File: src/rtl/cdm16_pkg.sv
// Shared encodings for the CdM-16 ALU slice.
// Operation classes, function codes and CVZN flag layout.
package cdm16_pkg;

    localparam logic [2:0] OP_ADDR  = 3'd0;
    localparam logic [2:0] OP_LOGIC = 3'd1;
    localparam logic [2:0] OP_ARITH = 3'd2;
    localparam logic [2:0] OP_SHIFT = 3'd3;
    localparam logic [2:0] OP_EXT   = 3'd4;

    localparam logic [2:0] F_AND = 3'd0;
    localparam logic [2:0] F_OR  = 3'd1;
    localparam logic [2:0] F_XOR = 3'd2;
    localparam logic [2:0] F_BIC = 3'd3;
    localparam logic [2:0] F_NOT = 3'd4;

    localparam logic [2:0] F_ADD = 3'd0;
    localparam logic [2:0] F_SUB = 3'd1;
    localparam logic [2:0] F_CMP = 3'd2;
    localparam logic [2:0] F_NEG = 3'd3;

    localparam logic [2:0] SH_SHL  = 3'd0;
    localparam logic [2:0] SH_SHR  = 3'd1;
    localparam logic [2:0] SH_SHRA = 3'd2;
    localparam logic [2:0] SH_ROL  = 3'd3;
    localparam logic [2:0] SH_ROR  = 3'd4;

    localparam logic [2:0] X_SXT  = 3'd0;
    localparam logic [2:0] X_ZXT  = 3'd1;
    localparam logic [2:0] X_SWAB = 3'd2;

    localparam int FLAG_C = 3;
    localparam int FLAG_V = 2;
    localparam int FLAG_Z = 1;
    localparam int FLAG_N = 0;

    typedef struct packed {
        logic c;
        logic v;
        logic z;
        logic n;
    } cvzn_t;

    // Two's-complement overflow of x + y (+cin) given the result sign.
    function automatic logic add_ovf(
        input logic [15:0] x,
        input logic [15:0] y,
        input logic [15:0] s
    );
        return (x[15] == y[15]) && (s[15] != x[15]);
    endfunction

endpackage

File: src/rtl/cdm16_alu_if.sv
// Operand/result bundle between the CdM-16 decoder and its ALU.
// The decoder side is master; the ALU is slave.
interface cdm16_alu_if;
    logic [15:0] A;
    logic [15:0] B;
    logic        Cin;
    logic [2:0]  op_type;
    logic [2:0]  func;
    logic [2:0]  shif_count_ni;
    logic        flags_we;
    logic [15:0] S;
    logic [3:0]  CVZN;
    logic [3:0]  flags_q;

    modport master (
        output A, B, Cin, op_type, func, shif_count_ni, flags_we,
        input  S, CVZN, flags_q
    );

    modport slave (
        input  A, B, Cin, op_type, func, shif_count_ni, flags_we,
        output S, CVZN, flags_q
    );
endinterface

File: src/rtl/cdm16_shifter.sv
// Combinational barrel shift/rotate by 1..8 with carry-out.
// Carry is the last bit shifted or rotated out.
module cdm16_shifter
    import cdm16_pkg::*;
(
    input  logic [15:0] a,
    input  logic [2:0]  func,
    input  logic [2:0]  cnt_ni,
    output logic [15:0] s,
    output logic        c
);

    logic [4:0]  n;
    logic [16:0] shl_t;
    logic [16:0] shr_t;
    logic [16:0] sra_t;
    logic [31:0] rol_t;
    logic [31:0] ror_t;

    assign n = {2'b00, cnt_ni} + 5'd1;

    // Extra bit beside the operand catches the final bit pushed out.
    always_comb begin
        shl_t = {1'b0, a} << n;
        shr_t = {a, 1'b0} >> n;
        sra_t = $signed({a, 1'b0}) >>> n;
        rol_t = {a, a} << n;
        ror_t = {a, a} >> n;
    end

    always_comb begin
        s = a;
        c = 1'b0;
        unique case (1'b1)
            (func == SH_SHL): begin
                s = shl_t[15:0];
                c = shl_t[16];
            end
            (func == SH_SHR): begin
                s = shr_t[16:1];
                c = shr_t[0];
            end
            (func == SH_SHRA): begin
                s = sra_t[16:1];
                c = sra_t[0];
            end
            (func == SH_ROL): begin
                s = rol_t[31:16];
                c = rol_t[16];
            end
            (func == SH_ROR): begin
                s = ror_t[15:0];
                c = ror_t[15];
            end
            default: begin
                s = a;
                c = 1'b0;
            end
        endcase
    end

endmodule

File: src/rtl/cdm16_alu.sv
// CdM-16 ALU: address/arith/logic/shift/ext datapath.
// CVZN flags latch on the falling clock edge.
module cdm16_alu
    import cdm16_pkg::*;
(
    input  logic         input_clock,
    input  logic         rst_n,
    cdm16_alu_if.slave   bus
);

    logic [15:0] a;
    logic [15:0] b;
    logic [2:0]  op;
    logic [2:0]  fn;

    assign a  = bus.A;
    assign b  = bus.B;
    assign op = bus.op_type;
    assign fn = bus.func;

    logic [15:0] add_x;
    logic [15:0] add_y;
    logic        add_c;
    logic [16:0] sum;
    logic        sum_v;

    // SUB/CMP and NEG reuse the adder with inverted operands.
    always_comb begin
        add_x = a;
        add_y = b;
        add_c = bus.Cin;
        if (op == OP_ARITH) begin
            unique case (1'b1)
                (fn == F_SUB),
                (fn == F_CMP): begin
                    add_y = ~b;
                    add_c = ~bus.Cin;
                end
                (fn == F_NEG): begin
                    add_x = 16'h0000;
                    add_y = ~a;
                    add_c = 1'b1;
                end
                default: begin
                    add_y = b;
                end
            endcase
        end
    end

    assign sum   = {1'b0, add_x} + {1'b0, add_y} + {16'h0000, add_c};
    assign sum_v = add_ovf(add_x, add_y, sum[15:0]);

    logic [15:0] logic_s;

    always_comb begin
        logic_s = a;
        unique case (1'b1)
            (fn == F_AND): logic_s = a & b;
            (fn == F_OR):  logic_s = a | b;
            (fn == F_XOR): logic_s = a ^ b;
            (fn == F_BIC): logic_s = a & ~b;
            (fn == F_NOT): logic_s = ~a;
            default:       logic_s = a;
        endcase
    end

    logic [15:0] ext_s;

    always_comb begin
        ext_s = a;
        unique case (1'b1)
            (fn == X_SXT):  ext_s = {{8{a[7]}}, a[7:0]};
            (fn == X_ZXT):  ext_s = {8'h00, a[7:0]};
            (fn == X_SWAB): ext_s = {a[7:0], a[15:8]};
            default:        ext_s = a;
        endcase
    end

    logic [15:0] sh_s;
    logic        sh_c;

    cdm16_shifter u_shifter (
        .a      (a),
        .func   (fn),
        .cnt_ni (bus.shif_count_ni),
        .s      (sh_s),
        .c      (sh_c)
    );

    logic [15:0] res;
    logic        res_c;
    logic        res_v;

    always_comb begin
        res   = a;
        res_c = 1'b0;
        res_v = 1'b0;
        unique case (1'b1)
            (op == OP_ADDR): begin
                res   = sum[15:0];
                res_c = sum[16];
                res_v = sum_v;
            end
            (op == OP_LOGIC): begin
                res = logic_s;
            end
            (op == OP_ARITH): begin
                if (fn <= F_NEG) begin
                    res   = sum[15:0];
                    res_c = sum[16];
                    res_v = sum_v;
                end
            end
            (op == OP_SHIFT): begin
                res   = sh_s;
                res_c = sh_c;
            end
            (op == OP_EXT): begin
                res = ext_s;
            end
            default: begin
                res = a;
            end
        endcase
    end

    cvzn_t flags;

    always_comb begin
        flags   = '0;
        flags.c = res_c;
        flags.v = res_v;
        flags.z = (res == 16'h0000);
        flags.n = res[15];
    end

    assign bus.S    = res;
    assign bus.CVZN = flags;

    logic [3:0] flags_r;

    // Falling edge keeps the latch in step with the register file.
    always_ff @(negedge input_clock or negedge rst_n) begin
        if (!rst_n) begin
            flags_r <= 4'b0000;
        end else if (bus.flags_we) begin
            flags_r <= flags;
        end
    end

    assign bus.flags_q = flags_r;

endmodule

File: src/flat_wrapper.sv
// flat-port wrapper written by rule: the top's interface ports become plain ports
module cdm16_alu_flat import cdm16_pkg::*;
  (input_clock, rst_n, bus_A, bus_B, bus_Cin, bus_op_type, bus_func, bus_shif_count_ni, bus_flags_we, bus_S, bus_CVZN, bus_flags_q);
  cdm16_alu_if bus_i ();
  input  logic input_clock;
  input  logic rst_n;
  input wire logic [$bits(bus_i.A)-1:0] bus_A;
  input wire logic [$bits(bus_i.B)-1:0] bus_B;
  input wire logic [$bits(bus_i.Cin)-1:0] bus_Cin;
  input wire logic [$bits(bus_i.op_type)-1:0] bus_op_type;
  input wire logic [$bits(bus_i.func)-1:0] bus_func;
  input wire logic [$bits(bus_i.shif_count_ni)-1:0] bus_shif_count_ni;
  input wire logic [$bits(bus_i.flags_we)-1:0] bus_flags_we;
  output wire logic [$bits(bus_i.S)-1:0] bus_S;
  output wire logic [$bits(bus_i.CVZN)-1:0] bus_CVZN;
  output wire logic [$bits(bus_i.flags_q)-1:0] bus_flags_q;
  assign bus_i.A = bus_A;
  assign bus_i.B = bus_B;
  assign bus_i.Cin = bus_Cin;
  assign bus_i.op_type = bus_op_type;
  assign bus_i.func = bus_func;
  assign bus_i.shif_count_ni = bus_shif_count_ni;
  assign bus_i.flags_we = bus_flags_we;
  assign bus_S = bus_i.S;
  assign bus_CVZN = bus_i.CVZN;
  assign bus_flags_q = bus_i.flags_q;
  cdm16_alu u_core (.input_clock(input_clock), .rst_n(rst_n), .bus(bus_i));
endmodule
File: config.mk
export PLATFORM = sky130hd
export DESIGN_NAME = cdm16_alu_flat
export DESIGN_NICKNAME = d
export VERILOG_FILES = /design/src/rtl/cdm16_pkg.sv /design/src/rtl/cdm16_alu_if.sv /design/src/rtl/cdm16_shifter.sv /design/src/rtl/cdm16_alu.sv /design/src/flat_wrapper.sv
export SDC_FILE = /design/constraint.sdc
export NUM_CORES = 1
export LEC_CHECK = 0
export CORE_AREA = 5 5 110 112
export DETAILED_ROUTE_END_ITERATION = 10
export DIE_AREA = 0 0 115 117
export GPL_ROUTABILITY_DRIVEN = 0
export PLACE_DENSITY_LB_ADDON = 0.25
export SLEW_MARGIN = 20
export SYNTH_ARGS = -nofsm -noshare
export SYNTH_HDL_FRONTEND = slang
export SYNTH_SLANG_ARGS = --single-unit
File: constraint.sdc
create_clock -name input_clock -period 7.44 [get_ports input_clock]
set_input_delay 0.744 -clock input_clock [delete_from_list [all_inputs] [get_ports input_clock]]
set_output_delay 0.744 -clock input_clock [all_outputs]
set_load 0.01 [all_outputs]
==> results of run 1 <==
per-stage QoR:
step | utilization [%] | hold WS [ns] | TNS (ns)
2_1_floorplan | - | 0.495 | -1.28
3_5_place_dp | 83.8 | 0.459 | -4.23
4_1_cts | 87.2 | 0.464 | -1.51
3_3_place_gp | 83.8 | 0.449 | -3.38
logic make-up after synthesis:
group	count (synthesis)
AOI/OAI and AO/OA	316
xor gates and xnor gates	22
adders and majority gates	34
buffers and inverters	146
DFF	4
muxes	104
and+or+nand+nor	296
timing repair:
action                                  in CTS
gates resized for setup                     63
endpoints found under the hold margin        0
endpoints found under the setup margin       4
pin swaps                                   29
hold buffers                                 0
buffers inserted                            23
Yosys cell counts (5+ instances only):
cell       number
nor3b_1         5
nand2b_1        9
ha_1           32
a2111oi_0       5
a221o_1         5
xor2_1          6
a21oi_1        66
a31oi_1        12
nor3_1         20
mux2i_1        48
mux4_2         21
nand3_1        16
o32ai_1         5
nand2_1        89
a2bb2oi_1       5
buf_6           6
a21o_1          9
o221ai_1       21
o21ai_0        52
and2_1         21
nand4_1        13
buf_2          26
a221oi_1       13
a22oi_1         6
nor2b_1         6
o31ai_1         5
a211oi_1       17
and3_1          7
clkbuf_1       56
nor2_1         67
o22ai_1        27
mux2_2         34
nor4_1          5
inv_1          43
or3b_2          5
o211ai_1       12
buf_1           7
xnor2_1        16
buf_4           7
or2_2           6
per-layer routing:
| layer | overflow | GRT usage [%] |
|---|---|---|
| met1 | 0 | 66.4 |
| met2 | 6 | 82.8 |
| met3 | 0 | 54.2 |
| met4 | 4 | 62.0 |
| met5 | 0 | 30.4 |
==> impl_metrics.env, run 1 <==
export IMPL_status="stopped before the end"
export IMPL_lastStage="global routing (5_1_grt)"
export IMPL_stop_error="[ERROR GRT-0116] Global routing finished with congestion. Check the congestion regions in the DRC Viewer."
export IMPL_rows=39
export IMPL_clock_sinks=4
export IMPL_synth_avg_cell_area_um2=7.00
export IMPL_cts_max_path_buffers=2
export IMPL_synth_top_cell_by_area="mux2i_1"
export IMPL_yosysSeqAreaShare_pct=1.55
export IMPL_die_height_um=117
export IMPL_initial_core_util_pct=58.0
export IMPL_synth_edf_count=0
export IMPL_synthXorXnorAreaFrac_pct=2.99
export IMPL_dieWidth_um=115
export IMPL_ys_ff_latch=4
export IMPL_grt_use_total_pct=66.8
export IMPL_cts_buffers=3
export IMPL_placed_area_mm2=0.00933
export IMPL_netlist_area_mm2=0.00645
export IMPL_htreeDepth=1
export IMPL_yosys_warnings=0
export IMPL_synth_top_area_share_pct=7.44
export IMPL_portBuffers=68
export IMPL_synth_area_mux_share_pct=20.9
export IMPL_overflow=10
export IMPL_synthDistinctLibCells=87
export IMPL_design_portCount=69
export IMPL_syn_num_nets=1001
export IMPL_synthTopCellsByArea="mux2i_1 (7.4%), mux4_2 (7.3%), ha_1 (6.2%)"
export IMPL_dp_hpwl_mm=28.0
export IMPL_async_flop_share_pct=100
export IMPL_cts_root_buf="clkbuf_16"
export IMPL_dp_cells=1344
export IMPL_synth_simple_area_share_pct=23.7
export IMPL_grt_pass1_wl_mm=68.6
export IMPL_grt_max_degree=34
export IMPL_synthesis_instances=922
export IMPL_pre_cts_ws_ns=-1.32
export IMPL_grt_pass1_vias=11500
export IMPL_synth_compound_area_share_pct=33.9
export IMPL_synth_top_family_by_area="compound AO/OA/AOI/OAI gates"
export IMPL_synthAdderAreaFrac_pct=6.82
export IMPL_ys_flop_type="dfrtn_1"
==> run 2, diff against run 1 <==
CORE_AREA = 5 5 134 136   (was 5 5 110 112)
DIE_AREA = 0 0 139 141   (was 0 0 115 117)
PLACE_DENSITY_LB_ADDON = 0.15   (was 0.25)
==> run 2 against run 1 <==
The flow now finishes, with violations (setup timing); synthesized area stayed put; synthesized cell count stayed put.
==> impl_metrics.env, run 2 <==
export IMPL_violations="setup timing"
export IMPL_cp_max_fo=4
export IMPL_yosys_warnings=0
export IMPL_synthesis_instances=922
export IMPL_cts_hold_fix_buffers=0
export IMPL_maxCapViolCount=0
export IMPL_htreeDepth=1
export IMPL_whs_ns=0.461
export IMPL_netlist_area_mm2=0.00645
export IMPL_antenna_found_initial=0
export IMPL_synth_avg_cell_area_um2=7.00
export IMPL_async_flop_share_pct=100
export IMPL_dp_hpwl_mm=28.0
export IMPL_path_clk_slew_ns=0.03
export IMPL_layout_commonest_cell="buf_4"
export IMPL_setup_viol=4
export IMPL_ys_top_cells_by_count="nand2_1 (89), nor2_1 (67), a21oi_1 (66)"
export IMPL_clock_sinks=4
export IMPL_yosysMostFrequentCell="nand2_1"
export IMPL_portBuffers=68
export IMPL_ys_flop_type="dfrtn_1"
export IMPL_synth_top_area_share_pct=7.44
export IMPL_rows=48
export IMPL_hold_path_class="flip-flop to flip-flop"
export IMPL_maxSlewHeadroom_pct=41.8
export IMPL_mostFrequentLayoutCells="buf_4 (322), nand2_1 (85), nor2_1 (67)"
export IMPL_synthDistinctLibCells=87
export IMPL_path_cells="buf_8 -> nand3b_1 -> or3_4 -> buf_6 -> buf_4 -> o221ai_4 -> fa_2 -> a32oi_1 -> o31a_1 -> a32oi_1 -> nor4_1 -> buf_4 -> nand4b_1 -> or4b_4 -> nor4_4 -> a22o_1"
export IMPL_ff2ff_setup_slack_ns=6.68
export IMPL_drc=0
export IMPL_clock_latency_ns=0.26
export IMPL_slowest_stage="or4b_4"
export IMPL_syn_num_nets=1001
export IMPL_drtIter0Drc=1370
export IMPL_drt_total_wl_mm=35.0
export IMPL_p_leak_nw=4.45
export IMPL_arrival_ns=4.51
export IMPL_crit_family="simple AND/OR/NAND/NOR gates"
export IMPL_crit_type="input pin to flip-flop"
export IMPL_dr_total_vias=9376
export IMPL_critPathMaxStageDelay_ns=0.51
export IMPL_rsz0062_at_grt="yes"
export IMPL_grt_use_total_pct=33.8
export IMPL_viasPerCell=6.44
export IMPL_grt_pass1_wl_mm=52.3
export IMPL_post_route_util_pct=59.8
export IMPL_yosysSeqAreaShare_pct=1.55
export IMPL_ys_ff_latch=4
export IMPL_design_portCount=69
export IMPL_overflow=0
export IMPL_synth_top_cell_by_area="mux2i_1"
export IMPL_die_area_mm2=0.0196
export IMPL_placed_area_mm2=0.00962
export IMPL_grt_pass1_vias=8790
export IMPL_crit_buf_inv=4
export IMPL_setup_ws_ns=-0.503
export IMPL_initial_core_util_pct=38.4
export IMPL_grt_max_degree=40
export IMPL_critPathLaunchType="input pin"
export IMPL_power_density_mw_per_mm2=92.1
export IMPL_wire_per_inst_um=24.0
export IMPL_cts_tree="done"
export IMPL_synthTopCellsByArea="mux2i_1 (7.4%), mux4_2 (7.3%), ha_1 (6.2%)"
export IMPL_worst_slew_pin_slew_ns=0.862
export IMPL_antenna_cells=0
export IMPL_drive_above_1_share_pct=38.3
export IMPL_largest_reg_flops=4
export IMPL_synth_edf_count=0
export IMPL_fin_skew_ns=0
export IMPL_die_height_um=141
export IMPL_crit_required_ns=4.01
export IMPL_cts_root_buf="clkbuf_16"
export IMPL_worstSetupEndpointType="flip-flop"
export IMPL_finalHoldViolCount=0
export IMPL_final_area_mm2=0.0101
export IMPL_maxSlewViolCount=0
export IMPL_cts_buffers=3
export IMPL_firstDrtPassIters=8
export IMPL_peakVddDrop_v=0.0000851
export IMPL_core_mm2=0.0168
export IMPL_fin_nets=1313
export IMPL_ant_nets=0
export IMPL_dieWidth_um=139
export IMPL_cts_max_path_buffers=2
export IMPL_syn2layout_area_growth_pct=55.9
export IMPL_status="finished, violations left"
run 2: cell counts after synthesis:
No cell type changed its count.
run 2: final timing paths:
check | from | endpoint | cells after the start
setup / recovery | bus_func[2] | u_core.bus.flags_q[1] | 16
hold / removal | u_core.bus.flags_q[2] | u_core.bus.flags_q[2] | 1
min in group asynchronous | rst_n | u_core.bus.flags_q[2] | 1
max in group asynchronous | rst_n | u_core.bus.flags_q[0] | 1
hold reg to reg | u_core.bus.flags_q[2] | u_core.bus.flags_q[2] | 1
setup reg to reg | u_core.bus.flags_q[3] | u_core.bus.flags_q[3] | 1
run 2: where the power goes:
part / switching (W) / internal [W] / total [W]
combinational: 0.000417 / 0.000401 / 0.000818
clock: 0.0000158 / 0.0000687 / 0.0000845
sequential: 0.000000878 / 0.0000237 / 0.0000245
total: 0.000434 / 0.000493 / 0.000927
run 2: area by class of cell:
type | count | area (um2)
Fill cell | 1605 | 6750
Multi-Input combinational cell | 772 | 6010
Timing Repair Buffer | 410 | 3430
Tap cell | 225 | 282
Inverter | 43 | 161
Sequential cell | 4 | 100
Clock buffer | 3 | 75.1
run 2: what timing repair did:
item	in CTS	in global routing
gates resized for setup	47	29
setup buffers	6	7
endpoints found under the setup margin	4	4
pin swaps	19	26
cloned	0	1
run 2: logic make-up (layout without fill, tap and decap cells):
logic type      count (synthesis)  count (layout)  share of synthesized area [%]
simple gates                  296             296                           23.7
fa+ha+maj                      34              34                           6.82
buf+inv                       146             456                           10.1
flops                           4               4                           1.55
xor+xnor                       22              22                           2.99
compound gates                316             316                           33.9
mux                           104             104                           20.9
run 2: layer usage:
| layer | GRT usage, % | wire length, um | vias to the layer above |
|---|---|---|---|
| li1 | - | - | 4158 |
| met1 | 43.7 | 13200 | 4333 |
| met2 | 51.9 | 14800 | 694 |
| met3 | 6.51 | 4090 | 191 |
| met4 | 20.8 | 2980 | 0 |
| met5 | 0 | 0 | - |
run 2: per-stage QoR:
| stage | TNS, ns | power (W) | instances | setup WS, ns |
|---|---|---|---|---|
| 2_1_floorplan | -1.28 | 0.000410 | 922 | -0.821 |
| 3_3_place_gp | -3.43 | 0.000776 | 1441 | -1.14 |
| 3_5_place_dp | -3.65 | 0.000778 | 1441 | -1.20 |
| 4_1_cts | -0.986 | 0.000884 | 1450 | -0.635 |
| 5_1_grt | -1.59 | 0.000972 | 1457 | -0.635 |
| 6_report | -1.07 | 0.000927 | 1457 | -0.503 |
Power figures use the tool's default switching activity.
==> run 3, diff against run 2 <==
--- a/config.mk
+++ b/config.mk
@@ -10,5 +10,5 @@
 export DIE_AREA = 0 0 139 141
 export GPL_ROUTABILITY_DRIVEN = 0
-export PLACE_DENSITY_LB_ADDON = 0.15
+export PLACE_DENSITY = 0.58
 export SLEW_MARGIN = 20
 export SYNTH_ARGS = -nofsm -noshare
==> constraint.sdc (replaced) <==
create_clock -name input_clock -period 7.44 [get_ports input_clock]
set_input_delay 1.116 -clock input_clock [delete_from_list [all_inputs] [get_ports input_clock]]
set_output_delay 1.116 -clock input_clock [all_outputs]
set_load 0.01 [all_outputs]
==> run 3 against run 2 <==
The flow still finishes with violations (setup timing); final cell count increased by 2.3%; die area unchanged; first-iteration DRC count increased by 12%; worst hold slack is essentially flat; total power up 1.7%; combinational power up 2%; core utilization rose by 1.5 points; via count up 2.6%; global-route usage rose by 0.54 points; count of clock-buffer cells in the layout is the same; clock skew did not move.
==> impl_metrics.env, run 3 (synthesized netlist as in run 2, its figures left out) <==
export IMPL_drtIter0Drc=1537
export IMPL_core_mm2=0.0168
export IMPL_arrival_ns=4.95
export IMPL_p_total_w=0.000943
export IMPL_die_height_um=141
export IMPL_p_leak_nw=4.60
export IMPL_dp_hpwl_mm=28.1
export IMPL_critPathLaunchType="input pin"
export IMPL_dp_cells=1459
export IMPL_status="finished, violations left"
export IMPL_cts_hold_fix_buffers=0
export IMPL_drive_above_1_share_pct=40.4
export IMPL_design_portCount=69
export IMPL_fin_setup_tns_ns=-2.44
export IMPL_setup_ws_ns=-0.947
export IMPL_syn2layout_area_growth_pct=59.8
export IMPL_cp_max_fo=3
export IMPL_maxSlewViolCount=0
export IMPL_fin_skew_ns=0
export IMPL_worstSetupEndpointType="flip-flop"
export IMPL_cts_root_buf="clkbuf_16"
export IMPL_drc=0
export IMPL_maxSlewHeadroom_pct=38.7
export IMPL_clock_sinks=4
export IMPL_violations="setup timing"
export IMPL_setup_viol=4
export IMPL_finalNonFillerCells=1490
export IMPL_finalHoldViolCount=0
export IMPL_viasPerCell=6.46
export IMPL_portBuffers=68
export IMPL_crit_required_ns=4.01
export IMPL_fin_nets=1346
export IMPL_dr_total_vias=9622
export IMPL_worst_slew_pin_slew_ns=0.908
export IMPL_cts_buffers=3
export IMPL_wire_per_inst_um=24.0
export IMPL_grt_pass1_vias=8993
export IMPL_layout_commonest_cell="buf_4"
export IMPL_grt_use_total_pct=34.3
export IMPL_whs_ns=0.461
export IMPL_overflow=0
export IMPL_largest_reg_flops=4
export IMPL_clock_latency_ns=0.26
export IMPL_power_density_mw_per_mm2=91.5
export IMPL_initial_core_util_pct=38.4
export IMPL_path_clk_slew_ns=0.03
export IMPL_antenna_found_initial=1
export IMPL_crit_type="input pin to flip-flop"
export IMPL_cts_max_path_buffers=2
export IMPL_firstDrtPassIters=6
export IMPL_htreeDepth=1
export IMPL_ant_nets=0
export IMPL_rsz0062_at_grt="yes"
export IMPL_dieWidth_um=139
export IMPL_hold_path_class="flip-flop to flip-flop"
export IMPL_grt_max_degree=40
export IMPL_grt_pass1_wl_mm=53.1
export IMPL_die_area_mm2=0.0196
export IMPL_peakVddDrop_v=0.0000884
export IMPL_maxCapViolCount=0
export IMPL_cts_tree="done"
export IMPL_rows=48
export IMPL_antenna_cells=0
export IMPL_drt_total_wl_mm=35.8
export IMPL_mostFrequentLayoutCells="buf_4 (353), nand2_1 (87), nor2_1 (65)"
==> run 3: cell types whose count changed in the layout (fill, tap and decap cells not counted), sizes merged <==
| cell | previous run | this run |
|---|---|---|
| dlymetal6s2s | 1 | 0 |
| buf | 348 | 382 |
| clkbuf | 4 | 3 |
| dlygate4sd2 | 0 | 1 |
==> run 3: final timing paths <==
| path | from | to | slack [ns] | cells past startpoint |
|---|---|---|---|---|
| setup / recovery | bus_func[2] | u_core.bus.flags_q[1] | -0.95 | 24 |
| hold / removal | u_core.bus.flags_q[2] | u_core.bus.flags_q[2] | 0.46 | 1 |
| setup reg to reg | u_core.bus.flags_q[3] | u_core.bus.flags_q[3] | 6.68 | 1 |
| hold reg to reg | u_core.bus.flags_q[2] | u_core.bus.flags_q[2] | 0.46 | 1 |
| max in group asynchronous | rst_n | u_core.bus.flags_q[2] | 2.54 | 1 |
| min in group asynchronous | rst_n | u_core.bus.flags_q[0] | 4.68 | 1 |
==> run 3: worst max-delay path, stage by stage <==
cell	delay [ns]
buf_8	0.11
nand3b_1	0.20
buf_4	0.16
buf_4	0.12
buf_4	0.12
buf_4	0.12
buf_4	0.12
buf_4	0.13
buf_4	0.12
buf_4	0.12
buf_4	0.12
buf_4	0.12
buf_4	0.12
buf_4	0.12
buf_4	0.12
buf_4	0.16
nand2_1	0.07
a21oi_1	0.06
o21ai_1	0.17
o311a_1	0.24
nand4_1	0.16
or4b_4	0.59
nor4_4	0.29
a22o_1	0.16
==> run 3: layout make-up <==
class                           instances  area (um2)
Multi-Input combinational cell        772        6030
Fill cell                            1535        6500
Inverter                               43         161
Tap cell                              225         282
Sequential cell                         4         100
Clock buffer                            3        75.1
Timing Repair Buffer                  443        3660
==> run 3: per-stage QoR <==
| stage | area (um2) | setup WS, ns | util [%] |
|---|---|---|---|
| floorplan | 6620 | -1.19 | - |
| global placement | 9740 | -1.50 | 57.9 |
| detailed placement | 9740 | -1.63 | 57.9 |
| CTS | 10100 | -0.950 | 59.9 |
| global route | 10300 | -1.07 | 61.3 |
| finish | 10300 | -0.947 | 61.3 |
==> run 3: metal layers <==
layer  global-route usage (%)  share of wire [%]
met5                        0              0.047
met4                     22.8                9.1
met1                     42.6                 37
met3                     10.4                 13
met2                     51.2                 41
==> run 3: repair_timing <==
| action | in CTS | in global routing |
|---|---|---|
| pin swaps | 20 | 32 |
| endpoints found under the setup margin | 4 | 4 |
| resized for setup | 51 | 39 |
| buffers inserted | 19 | 11 |
==> run 3: power breakdown <==
part           total [W]  switching, W  internal, W
registers      0.0000244   0.000000736    0.0000237
logic           0.000836      0.000426     0.000409
clock network  0.0000831     0.0000145    0.0000686
total           0.000943      0.000441     0.000502
